### src/rtl/vga_pixel_pipeline_if.sv
// Pixel-side bundle of vga_pixel_pipeline: source select/data in, frame-buffer address and DAC signals out.
// The testpat input exists only when VGA_TESTPAT_EN is defined.
interface vga_pixel_pipeline_if #(
  parameter int COLOR_WIDTH = 4,
  parameter int NUM_SRC     = 2,
  parameter int ADDR_W      = 19
);
  localparam int SEL_W = $clog2(NUM_SRC) + 1;

  logic [SEL_W-1:0]                 src_sel;
  logic [NUM_SRC*3*COLOR_WIDTH-1:0] src_data;
`ifdef VGA_TESTPAT_EN
  logic                             testpat;
`endif
  logic [ADDR_W-1:0]                fb_addr;
  logic [15:0]                      fb_x;
  logic [15:0]                      fb_y;
  logic [COLOR_WIDTH-1:0]           r_data;
  logic [COLOR_WIDTH-1:0]           g_data;
  logic [COLOR_WIDTH-1:0]           b_data;
  logic                             oHS;
  logic                             oVS;
  logic                             oBLANK_n;
  logic                             frame_start;
  logic [SEL_W-1:0]                 active_src;

  modport master (
`ifdef VGA_TESTPAT_EN
    input  testpat,
`endif
    input  src_sel, src_data,
    output fb_addr, fb_x, fb_y, r_data, g_data, b_data,
    output oHS, oVS, oBLANK_n, frame_start, active_src
  );

  modport slave (
`ifdef VGA_TESTPAT_EN
    output testpat,
`endif
    output src_sel, src_data,
    input  fb_addr, fb_x, fb_y, r_data, g_data, b_data,
    input  oHS, oVS, oBLANK_n, frame_start, active_src
  );
endinterface

### src/rtl/vga_pixel_pipeline.sv
// Parametrised VGA timing + scaled frame-buffer addressing + per-frame source mux with latency-matched sync/blank.
// Optional colour-bar test pattern is enabled by defining VGA_TESTPAT_EN.
module vga_pixel_pipeline #(
  parameter int COLOR_WIDTH = 4,
  parameter int H_ACTIVE    = 640,
  parameter int H_FP        = 16,
  parameter int H_SYNC      = 96,
  parameter int H_BP        = 48,
  parameter int V_ACTIVE    = 480,
  parameter int V_FP        = 10,
  parameter int V_SYNC      = 2,
  parameter int V_BP        = 33,
  parameter bit SYNC_POL    = 1'b0,
  parameter int SCALE_SHIFT = 2,
  parameter int NUM_SRC     = 2,
  parameter int RD_LAT      = 1,
  parameter int ADDR_W      = 19
) (
  input  logic                  iVGA_CLK,
  input  logic                  reset,
  vga_pixel_pipeline_if.master  vif
);
  localparam int CW       = COLOR_WIDTH;
  localparam int PIX_W    = 3 * CW;
  localparam int SEL_W    = $clog2(NUM_SRC) + 1;
  localparam int CNT_W    = 16;
  localparam int H_TOTAL  = H_ACTIVE + H_FP + H_SYNC + H_BP;
  localparam int V_TOTAL  = V_ACTIVE + V_FP + V_SYNC + V_BP;
  localparam int HS_START = H_ACTIVE + H_FP;
  localparam int VS_START = V_ACTIVE + V_FP;
  localparam int FB_W     = H_ACTIVE >> SCALE_SHIFT;
  localparam int PIPE     = RD_LAT + 2;
  localparam int DL_N     = PIPE - 1;

  if (RD_LAT > 4 || NUM_SRC < 1 || (H_ACTIVE % (1 << SCALE_SHIFT)) != 0) begin : g_param_err
    $error("vga_pixel_pipeline: illegal parameter combination");
  end

  logic [CNT_W-1:0]  h_cnt_q, h_cnt_d, v_cnt_q, v_cnt_d;
  logic [15:0]       fb_x_q, fb_x_d, fb_y_q, fb_y_d;
  logic [ADDR_W-1:0] fb_addr_q, fb_addr_d;
  logic [31:0]       addr_full_s;
  logic              frame_start_q, frame_start_d;
  logic [SEL_W-1:0]  active_src_q, active_src_d;
  logic              active_s, hs_raw_s, vs_raw_s;
  logic [DL_N-1:0]   act_dl_q, act_dl_d, hs_dl_q, hs_dl_d, vs_dl_q, vs_dl_d;
  logic [PIX_W-1:0]  pix_s, rgb_q, rgb_d;
  logic              hs_q, hs_d, vs_q, vs_d, blank_n_q, blank_n_d;
`ifdef VGA_TESTPAT_EN
  localparam int BAR_W = H_ACTIVE / 8;
  logic              testpat_q, testpat_d;
  logic [2:0]        bar_s;
  logic [2:0]        bar_dl_q [DL_N];
  logic [2:0]        bar_dl_d [DL_N];
`endif

  // Timing counters, raw flags and registered frame-buffer address.
  always_comb begin
    h_cnt_d = h_cnt_q + 16'd1;
    v_cnt_d = v_cnt_q;
    if (h_cnt_q == CNT_W'(H_TOTAL - 1)) begin
      h_cnt_d = '0;
      if (v_cnt_q == CNT_W'(V_TOTAL - 1)) v_cnt_d = '0;
      else                                 v_cnt_d = v_cnt_q + 16'd1;
    end else begin
      v_cnt_d = v_cnt_q;
    end
    active_s = (h_cnt_q < CNT_W'(H_ACTIVE)) && (v_cnt_q < CNT_W'(V_ACTIVE));
    hs_raw_s = (h_cnt_q >= CNT_W'(HS_START)) && (h_cnt_q < CNT_W'(HS_START + H_SYNC));
    vs_raw_s = (v_cnt_q >= CNT_W'(VS_START)) && (v_cnt_q < CNT_W'(VS_START + V_SYNC));
    fb_x_d = h_cnt_q >> SCALE_SHIFT;
    fb_y_d = v_cnt_q >> SCALE_SHIFT;
    addr_full_s = 32'(fb_y_d) * 32'(FB_W) + 32'(fb_x_d);
    // Address freezes during blanking so the source sees a stable read.
    fb_addr_d = active_s ? addr_full_s[ADDR_W-1:0] : fb_addr_q;
    frame_start_d = (h_cnt_q == 16'd0) && (v_cnt_q == 16'd0);
    // Source selection only moves on the frame boundary, so a frame never tears.
    active_src_d = frame_start_d ? vif.src_sel : active_src_q;
  end

  // Sync/blank delay line and source mux feeding the output registers.
  always_comb begin
    act_dl_d[0] = active_s;
    hs_dl_d[0]  = hs_raw_s;
    vs_dl_d[0]  = vs_raw_s;
    for (int i = 1; i < DL_N; i++) begin
      act_dl_d[i] = act_dl_q[i-1];
      hs_dl_d[i]  = hs_dl_q[i-1];
      vs_dl_d[i]  = vs_dl_q[i-1];
    end
    pix_s = '0;
    for (int k = 0; k < NUM_SRC; k++) begin
      if (active_src_q == SEL_W'(k)) pix_s = vif.src_data[k*PIX_W +: PIX_W];
      else                           pix_s = pix_s;
    end
`ifdef VGA_TESTPAT_EN
    testpat_d = frame_start_d ? vif.testpat : testpat_q;
    bar_s = 3'(h_cnt_q / CNT_W'(BAR_W));
    bar_dl_d[0] = bar_s;
    for (int i = 1; i < DL_N; i++) bar_dl_d[i] = bar_dl_q[i-1];
    if (testpat_q) pix_s = {{CW{bar_dl_q[DL_N-1][2]}}, {CW{bar_dl_q[DL_N-1][1]}}, {CW{bar_dl_q[DL_N-1][0]}}};
    else           pix_s = pix_s;
`endif
    rgb_d     = act_dl_q[DL_N-1] ? pix_s : '0;
    hs_d      = hs_dl_q[DL_N-1] ? SYNC_POL : ~SYNC_POL;
    vs_d      = vs_dl_q[DL_N-1] ? SYNC_POL : ~SYNC_POL;
    blank_n_d = act_dl_q[DL_N-1];
  end

  // All state, asynchronously cleared.
  always_ff @(posedge iVGA_CLK or posedge reset) begin
    if (reset) begin
      h_cnt_q       <= '0;
      v_cnt_q       <= '0;
      fb_x_q        <= '0;
      fb_y_q        <= '0;
      fb_addr_q     <= '0;
      frame_start_q <= 1'b0;
      active_src_q  <= '0;
      act_dl_q      <= '0;
      hs_dl_q       <= '0;
      vs_dl_q       <= '0;
      rgb_q         <= '0;
      hs_q          <= ~SYNC_POL;
      vs_q          <= ~SYNC_POL;
      blank_n_q     <= 1'b0;
`ifdef VGA_TESTPAT_EN
      testpat_q     <= 1'b0;
      for (int i = 0; i < DL_N; i++) bar_dl_q[i] <= 3'd0;
`endif
    end else begin
      h_cnt_q       <= h_cnt_d;
      v_cnt_q       <= v_cnt_d;
      fb_x_q        <= fb_x_d;
      fb_y_q        <= fb_y_d;
      fb_addr_q     <= fb_addr_d;
      frame_start_q <= frame_start_d;
      active_src_q  <= active_src_d;
      act_dl_q      <= act_dl_d;
      hs_dl_q       <= hs_dl_d;
      vs_dl_q       <= vs_dl_d;
      rgb_q         <= rgb_d;
      hs_q          <= hs_d;
      vs_q          <= vs_d;
      blank_n_q     <= blank_n_d;
`ifdef VGA_TESTPAT_EN
      testpat_q     <= testpat_d;
      for (int i = 0; i < DL_N; i++) bar_dl_q[i] <= bar_dl_d[i];
`endif
    end
  end

  assign vif.fb_addr     = fb_addr_q;
  assign vif.fb_x        = fb_x_q;
  assign vif.fb_y        = fb_y_q;
  assign vif.r_data      = rgb_q[CW-1:0];
  assign vif.g_data      = rgb_q[2*CW-1:CW];
  assign vif.b_data      = rgb_q[3*CW-1:2*CW];
  assign vif.oHS         = hs_q;
  assign vif.oVS         = vs_q;
  assign vif.oBLANK_n    = blank_n_q;
  assign vif.frame_start = frame_start_q;
  assign vif.active_src  = active_src_q;
endmodule

### src/flat_wrapper.sv
// flat-port wrapper written by rule: the top's interface ports become plain ports
module vga_pixel_pipeline_flat 
#(
  parameter int COLOR_WIDTH = 4,
  parameter int H_ACTIVE    = 640,
  parameter int H_FP        = 16,
  parameter int H_SYNC      = 96,
  parameter int H_BP        = 48,
  parameter int V_ACTIVE    = 480,
  parameter int V_FP        = 10,
  parameter int V_SYNC      = 2,
  parameter int V_BP        = 33,
  parameter bit SYNC_POL    = 1'b0,
  parameter int SCALE_SHIFT = 2,
  parameter int NUM_SRC     = 2,
  parameter int RD_LAT      = 1,
  parameter int ADDR_W      = 19
)
  (iVGA_CLK, reset, vif_src_sel, vif_src_data, vif_fb_addr, vif_fb_x, vif_fb_y, vif_r_data, vif_g_data, vif_b_data, vif_oHS, vif_oVS, vif_oBLANK_n, vif_frame_start, vif_active_src);
  vga_pixel_pipeline_if #(.COLOR_WIDTH(COLOR_WIDTH), .NUM_SRC(NUM_SRC), .ADDR_W(ADDR_W)) vif_i ();
  input  logic iVGA_CLK;
  input  logic reset;
  input wire logic [$bits(vif_i.src_sel)-1:0] vif_src_sel;
  input wire logic [$bits(vif_i.src_data)-1:0] vif_src_data;
  output wire logic [$bits(vif_i.fb_addr)-1:0] vif_fb_addr;
  output wire logic [$bits(vif_i.fb_x)-1:0] vif_fb_x;
  output wire logic [$bits(vif_i.fb_y)-1:0] vif_fb_y;
  output wire logic [$bits(vif_i.r_data)-1:0] vif_r_data;
  output wire logic [$bits(vif_i.g_data)-1:0] vif_g_data;
  output wire logic [$bits(vif_i.b_data)-1:0] vif_b_data;
  output wire logic [$bits(vif_i.oHS)-1:0] vif_oHS;
  output wire logic [$bits(vif_i.oVS)-1:0] vif_oVS;
  output wire logic [$bits(vif_i.oBLANK_n)-1:0] vif_oBLANK_n;
  output wire logic [$bits(vif_i.frame_start)-1:0] vif_frame_start;
  output wire logic [$bits(vif_i.active_src)-1:0] vif_active_src;
  assign vif_i.src_sel = vif_src_sel;
  assign vif_i.src_data = vif_src_data;
  assign vif_fb_addr = vif_i.fb_addr;
  assign vif_fb_x = vif_i.fb_x;
  assign vif_fb_y = vif_i.fb_y;
  assign vif_r_data = vif_i.r_data;
  assign vif_g_data = vif_i.g_data;
  assign vif_b_data = vif_i.b_data;
  assign vif_oHS = vif_i.oHS;
  assign vif_oVS = vif_i.oVS;
  assign vif_oBLANK_n = vif_i.oBLANK_n;
  assign vif_frame_start = vif_i.frame_start;
  assign vif_active_src = vif_i.active_src;
  vga_pixel_pipeline #(.COLOR_WIDTH(COLOR_WIDTH), .H_ACTIVE(H_ACTIVE), .H_FP(H_FP), .H_SYNC(H_SYNC), .H_BP(H_BP), .V_ACTIVE(V_ACTIVE), .V_FP(V_FP), .V_SYNC(V_SYNC), .V_BP(V_BP), .SYNC_POL(SYNC_POL), .SCALE_SHIFT(SCALE_SHIFT), .NUM_SRC(NUM_SRC), .RD_LAT(RD_LAT), .ADDR_W(ADDR_W)) u_core (.iVGA_CLK(iVGA_CLK), .reset(reset), .vif(vif_i));
endmodule
### config.mk
export PLATFORM = sky130hd
export DESIGN_NAME = vga_pixel_pipeline_flat
export DESIGN_NICKNAME = d
export VERILOG_FILES = /design/src/rtl/vga_pixel_pipeline_if.sv /design/src/rtl/vga_pixel_pipeline.sv /design/src/flat_wrapper.sv
export SDC_FILE = /design/constraint.sdc
export NUM_CORES = 1
export LEC_CHECK = 0
export BUFFER_PORTS_ARGS = -buffer_cell sky130_fd_sc_hd__buf_2
export CAP_MARGIN = 20
export CORE_MARGIN = 4
export CORE_UTILIZATION = 35
export CTS_BUF_LIST = sky130_fd_sc_hd__clkbuf_2 sky130_fd_sc_hd__clkbuf_4 sky130_fd_sc_hd__clkbuf_8
export DETAILED_ROUTE_END_ITERATION = 7
export GPL_TIMING_DRIVEN = 0
export MAX_ROUTING_LAYER = met4
export PLACE_DENSITY = 0.64
export SKIP_CTS_REPAIR_TIMING = 1
export SYNTH_ARGS = -nofsm -noshare
export SYNTH_HDL_FRONTEND = slang
export SYNTH_SLANG_ARGS = --single-unit
### constraint.sdc
create_clock -name iVGA_CLK -period 4.8 [get_ports iVGA_CLK]
set_clock_uncertainty 0.2 [all_clocks]
set_input_delay 0.48 -clock iVGA_CLK [delete_from_list [all_inputs] [get_ports iVGA_CLK]]
set_output_delay 0.48 -clock iVGA_CLK [all_outputs]
set_load 0.1 [all_outputs]
# After elaboration in Yosys (flattened, before gate mapping)

Index checks and enable logic that the tools add are counted.

Add/subtract/negate cells: 3
Multipliers: 1
Div/mod/pow operators: 0
Magnitude comparators: 6
Equality and inequality tests: 3
Shifts and indexed selects: 0
Mux-type cells: 7
Bitwise gates (word level): 0
Reduce and logical (&&, ||, !) cells: 7

Operators with widths:

| operator                                                     | number |
|---|---|
| 2-to-1 mux 12 bit                                            | 3 |
| adder 16 x 1 -> 16 bit, second input constant                | 2 |
| equality test 16 x 10 -> 1 bit, second input constant        | 2 |
| zero test 16 bit                                             | 2 |
| less-than comparator 16 x 10 -> 1 bit, second input constant | 2 |
| less-than comparator 16 x 9 -> 1 bit, second input constant  | 2 |
| 2-to-1 mux 16 bit                                            | 2 |
| adder 19 x 14 -> 19 bit                                      | 1 |
| >= comparator 16 x 10 -> 1 bit, second input constant        | 1 |
| >= comparator 16 x 9 -> 1 bit, second input constant         | 1 |
| multiplier 14 x 3 -> 14 bit, second input constant           | 1 |
| logical AND 1 bit                                            | 4 |
| equality test 2 x 1 -> 1 bit, second input constant          | 1 |
| zero test 2 bit                                              | 1 |
| 2-to-1 mux 1 bit                                             | 2 |

Register bits after elaboration: 103
Latch bits: 0
RAM bits: 0
Memory bits (read-only): 0
Output and inout port bits: 69
Memories kept: 0

# Depth between registers and ports, before layout

Depth in word-level cells: 4
Depth in mapped cells: 16
Gate-level depth less buffers: 16

# Least setup slack after synthesis

OpenSTA, ideal clock, no wires.

Path kind: reg2reg
Start point: register u_core.v_cnt_q[5]
End point: register u_core.fb_addr_q[18] (netlist: u_core.vif.fb_addr[18])
Library setup time: 130 ps
Data arrival time: 3166 ps
Required time: 4470 ps
Slack: 1304 ps
Cell stages (with the launch flop): 16
Cells stage by stage: dfrtp_1 -> ha_1 -> ha_1 -> inv_1 -> fa_1 -> and2b_1 -> o21a_1 -> nor2_1 -> xnor2_1 -> ha_1 -> a21oi_1 -> nand2_1 -> a221oi_1 -> nor4_1 -> xnor2_1 -> o21ai_1

Word-level cells in the longest chain between the ends: 2

Ends and longest elaborated chain:

| element                                                                                    | RTL line                                           | text |
|---|---|---|
| start: declaration                                                                         | vga_pixel_pipeline.sv:39                           | `logic [CNT_W-1:0] h_cnt_q, h_cnt_d, v_cnt_q, v_cnt_d;` |
| start signal: assignment                                                                   | vga_pixel_pipeline.sv:133                          | `v_cnt_q <= v_cnt_d;` |
| multiplier 14 x 3 -> 14 bit / less-than comparator 16 x 9 -> 1 bit (equally long branches) | vga_pixel_pipeline.sv:73, vga_pixel_pipeline.sv:68 |  |
| adder 19 x 14 -> 19 bit / logical AND 1 bit (equally long branches)                        | vga_pixel_pipeline.sv:73, vga_pixel_pipeline.sv:68 |  |
| end signal: assignment                                                                     | vga_pixel_pipeline.sv:136                          | `fb_addr_q <= fb_addr_d;` |
| end: declaration                                                                           | vga_pixel_pipeline.sv:41                           | `logic [ADDR_W-1:0] fb_addr_q, fb_addr_d;` |

Parallel ways exist; a longest one is shown, timed or not.
A chain may end at the register's enable or synchronous reset.

# Worst setup path after layout

Ends and elaborated chain as after synthesis.

==> metrics.txt <==
Simple-Gate Fraction of Synth Area 18.1%; status finished, final reports clean; leak pwr 3.13 nW; first-pass GRT wire length 17200 um; n_diodes 0; Root Driver clkbuf_8; gr usage total 13.4%; Synth Area in XOR/XNOR 7.33%; Clock transition at path regs 0.11 ns; # DRC 0; fraction of layout cells with a size suffix above 1 about a quarter; Pre-antenna DRT Iters 5; CTS tree built; Port Buffer Count 92; core area 14000 um^2; number of synthesized flops with an enable pin 0; Filler Cell Count between 1000 and 1500; DRT iter0 DRCs 196; die area 16300 um^2; largest cells by area after synthesis dfrtp_1 50%, ha_1 8.7%, xnor2_1 5.6%; RSZ-0062 raised after global routing false; Clk Latency, worst-skew pair 0.38 ns; vias in the first global route ~3400; Worst setup EP type register; Finished Core Util 42.8%; GRT overflow 0; ys flop type dfrtp_1; Final period util between 80% and 90%; Hold WS around 0.11 ns; largest family of logic cells by synthesized area simple AND/OR/NAND/NOR gates; Cell Pwr Density between 200 and 300 nW/um^2; sequential share of power a little over half; Clk pwr share between 30% and 40%; average wire per standard cell between 10 and 15 um; row count 43; Hold Crit Class primary input to register; WS Path Type register to register; DR vias/cell 4.80; Finished Layout Cells 758; count leader, synth dfrtp_1; die height 128 um; sequential-to-total area share from yosys stat between 50% and 60%; total clock sinks 103; count of max-cap constraint violations 0; flops & latches, synth between 100 and 150; mapped cell area 5020 um^2; Post-DP HPWL 8030 um; DIE WIDTH 128 um; Crit Path Max Fanout 9; Final Hold Fails 0; FFs w/ async S/R, synth 100%; R2R setup slack 0.92 ns; Inst Count DP ~740; Synth Instances 465; Final Setup Violations 0; H-Tree Depth 3; placed cell areas 5750 um^2; CP Launch Point u_core.v_cnt_q[5]; R2R Path Start u_core.v_cnt_q[5]; gr busiest metal met2; Avg Cell Area, Syn 10.8 um^2; Cell variety after synth 65; final RePlAce weighted congestion 0.803; boundary pin count between 90 and 100; mux contribution to synthesized area 3.04%; Synth area leader dfrtp_1; Routed Antenna Nets 0; initial antenna violation count 0; synth warn 0; sw frac about 27%; Internal roughly 1.2 mW; Max Freq 258 MHz; fin crit period 3.88 ns; Synth top cells by count 101 x dfrtp_1, 57 x nand2_1, 35 x ha_1, 35 x nor2_1, 32 x xnor2_1; total CTS buffers 9; WHS Path Cells 2; largest net degree at the start of global routing roughly 60; max_slew headroom 52.4%; CP arrival 3.94 ns; Reg2Reg Depth 15; Max rail drop VDD between 0.0001 and 0.00015 V; crit start category register; Logic pwr share 7.8%; area of the multi-input gates between 2000 and 2500 um^2; fin area ~6000 um^2; Layout area overhead 19.2%; Min-Delay Endpoint u_core.vif.active_src[1]; nets 638; FF/Latch Area approximately 2600 um^2; Worst Path Required 4.86 ns; TNS Setup 0 ns; met3 Use GR 3.58%; Vias 3642; Initial Util 35.9%; Worst R2R End u_core.vif.fb_addr[18]; total net switching power 428 uW; wirelength, routed around 10000 um; Max Root-Sink Buffers 2; met1 Resource Use GR between 15 and 20%; grt met2 use 20.8%; share of the synthesized area in the top cell type 50.3%; post-synthesis compound-gate area fraction 7.35%; final slew viol count 0; Post-Synth Adder-Cell Area under 10%; launch point of the worst hold path vif_src_sel[1]; pin slew with the least headroom to its limit a little over 0.7 ns
[metrics by stage]
stage	power, mW	setup slack [ns]
after floorplan	0.990	1.30
after global placement	1.01	0.439
after detailed placement	1.02	0.950
after CTS	1.62	0.919
after global routing	1.67	0.605
final	1.60	0.920
[area by class of cell]
class	count	share of cell area [%]
clock buffers	10	2.30
well taps	180	3.76
multi-input cells	329	38.3
flip-flops and latches	103	43.1
repair buffers	94	8.32
plain buffers	13	1.21
clock inverters	6	1.51
inverters	23	1.51
[logic make-up after synthesis]
kind of cell | Yosys count
and+or+nand+nor | 174
adders and majority gates | 37
xor gates and xnor gates | 42
AOI/OAI and AO/OA | 57
muxes | 15
other | 1
DFF | 103
buffers and inverters | 36
[power groups by stage]
stage                     sequential, mW  clock (mW)  combinational (mW)
final                              0.876       0.596               0.125
after global placement             0.893           0               0.121
after detailed placement           0.893           0               0.126
after global routing               0.878       0.657               0.133
after CTS                          0.877       0.618               0.126
after floorplan                    0.948           0              0.0417
[flip-flops by register name (all words and copies together), names as in the netlist]
register / flops
u_core.vif.fb_y: 14
u_core.h_cnt_q: 16
u_core.vif.frame_start: 1
u_core.hs_dl_q: 2
u_core.rgb_q: 12
u_core.vif.active_src: 2
u_core.vif.oBLANK_n: 1
u_core.vs_dl_q: 2
u_core.vif.fb_addr: 19
u_core.vif.fb_x: 14
u_core.v_cnt_q: 16
u_core.vif.oHS: 1
u_core.act_dl_q: 2
u_core.vif.oVS: 1
[layer usage]
metal / wire, um / share of wire (%)
met1: 4810 / 46
met2: 4840 / 46
met3: 690 / 6.6
met4: 145 / 1.4
met5: 0 / 0
[cells in the final DEF (no fill, tap or decap), types with 3 or more instances in the layout]
cell type	n
o21ai_1	5
mux2i_1	13
nor2_1	35
nor4_2	3
clkbuf_8	10
xnor2_1	32
o21ai_0	17
dfrtp_1	101
xor2_1	10
a21oi_1	9
nand2b_1	9
clkbuf_1	6
nor4_1	6
buf_2	93
buf_4	4
and3_1	8
inv_1	20
a21o_1	4
nand2_1	57
conb_1	4
nand3_1	21
nand4_1	7
nor3_1	7
ha_1	35
[critical path: stages, from the launching register on]
cell and delay [ns]:
dfrtp_1 0.51, ha_1 0.34, ha_1 0.17, inv_1 0.06
fa_1 0.39, and2b_1 0.25, o21a_1 0.12, nor2_1 0.05
xnor2_1 0.13, ha_1 0.35, a21oi_1 0.29, nand2_1 0.10
a221oi_1 0.44, nor4_1 0.15, xnor2_1 0.15, o21ai_1 0.07
[worst max path at each step]
stage	to	slack, ns	cells after the start
4_1_cts	u_core.vif.fb_addr[18]	0.92	15
3_5_place_dp	u_core.vif.fb_addr[18]	0.95	15
5_1_grt	u_core.vif.fb_addr[18]	0.61	15
6_report	u_core.vif.fb_addr[18]	0.92	15
3_3_place_gp	u_core.vif.fb_y[11]	0.44	2
2_1_floorplan	u_core.vif.fb_addr[18]	1.30	15
Power figures use the tool's default switching activity.
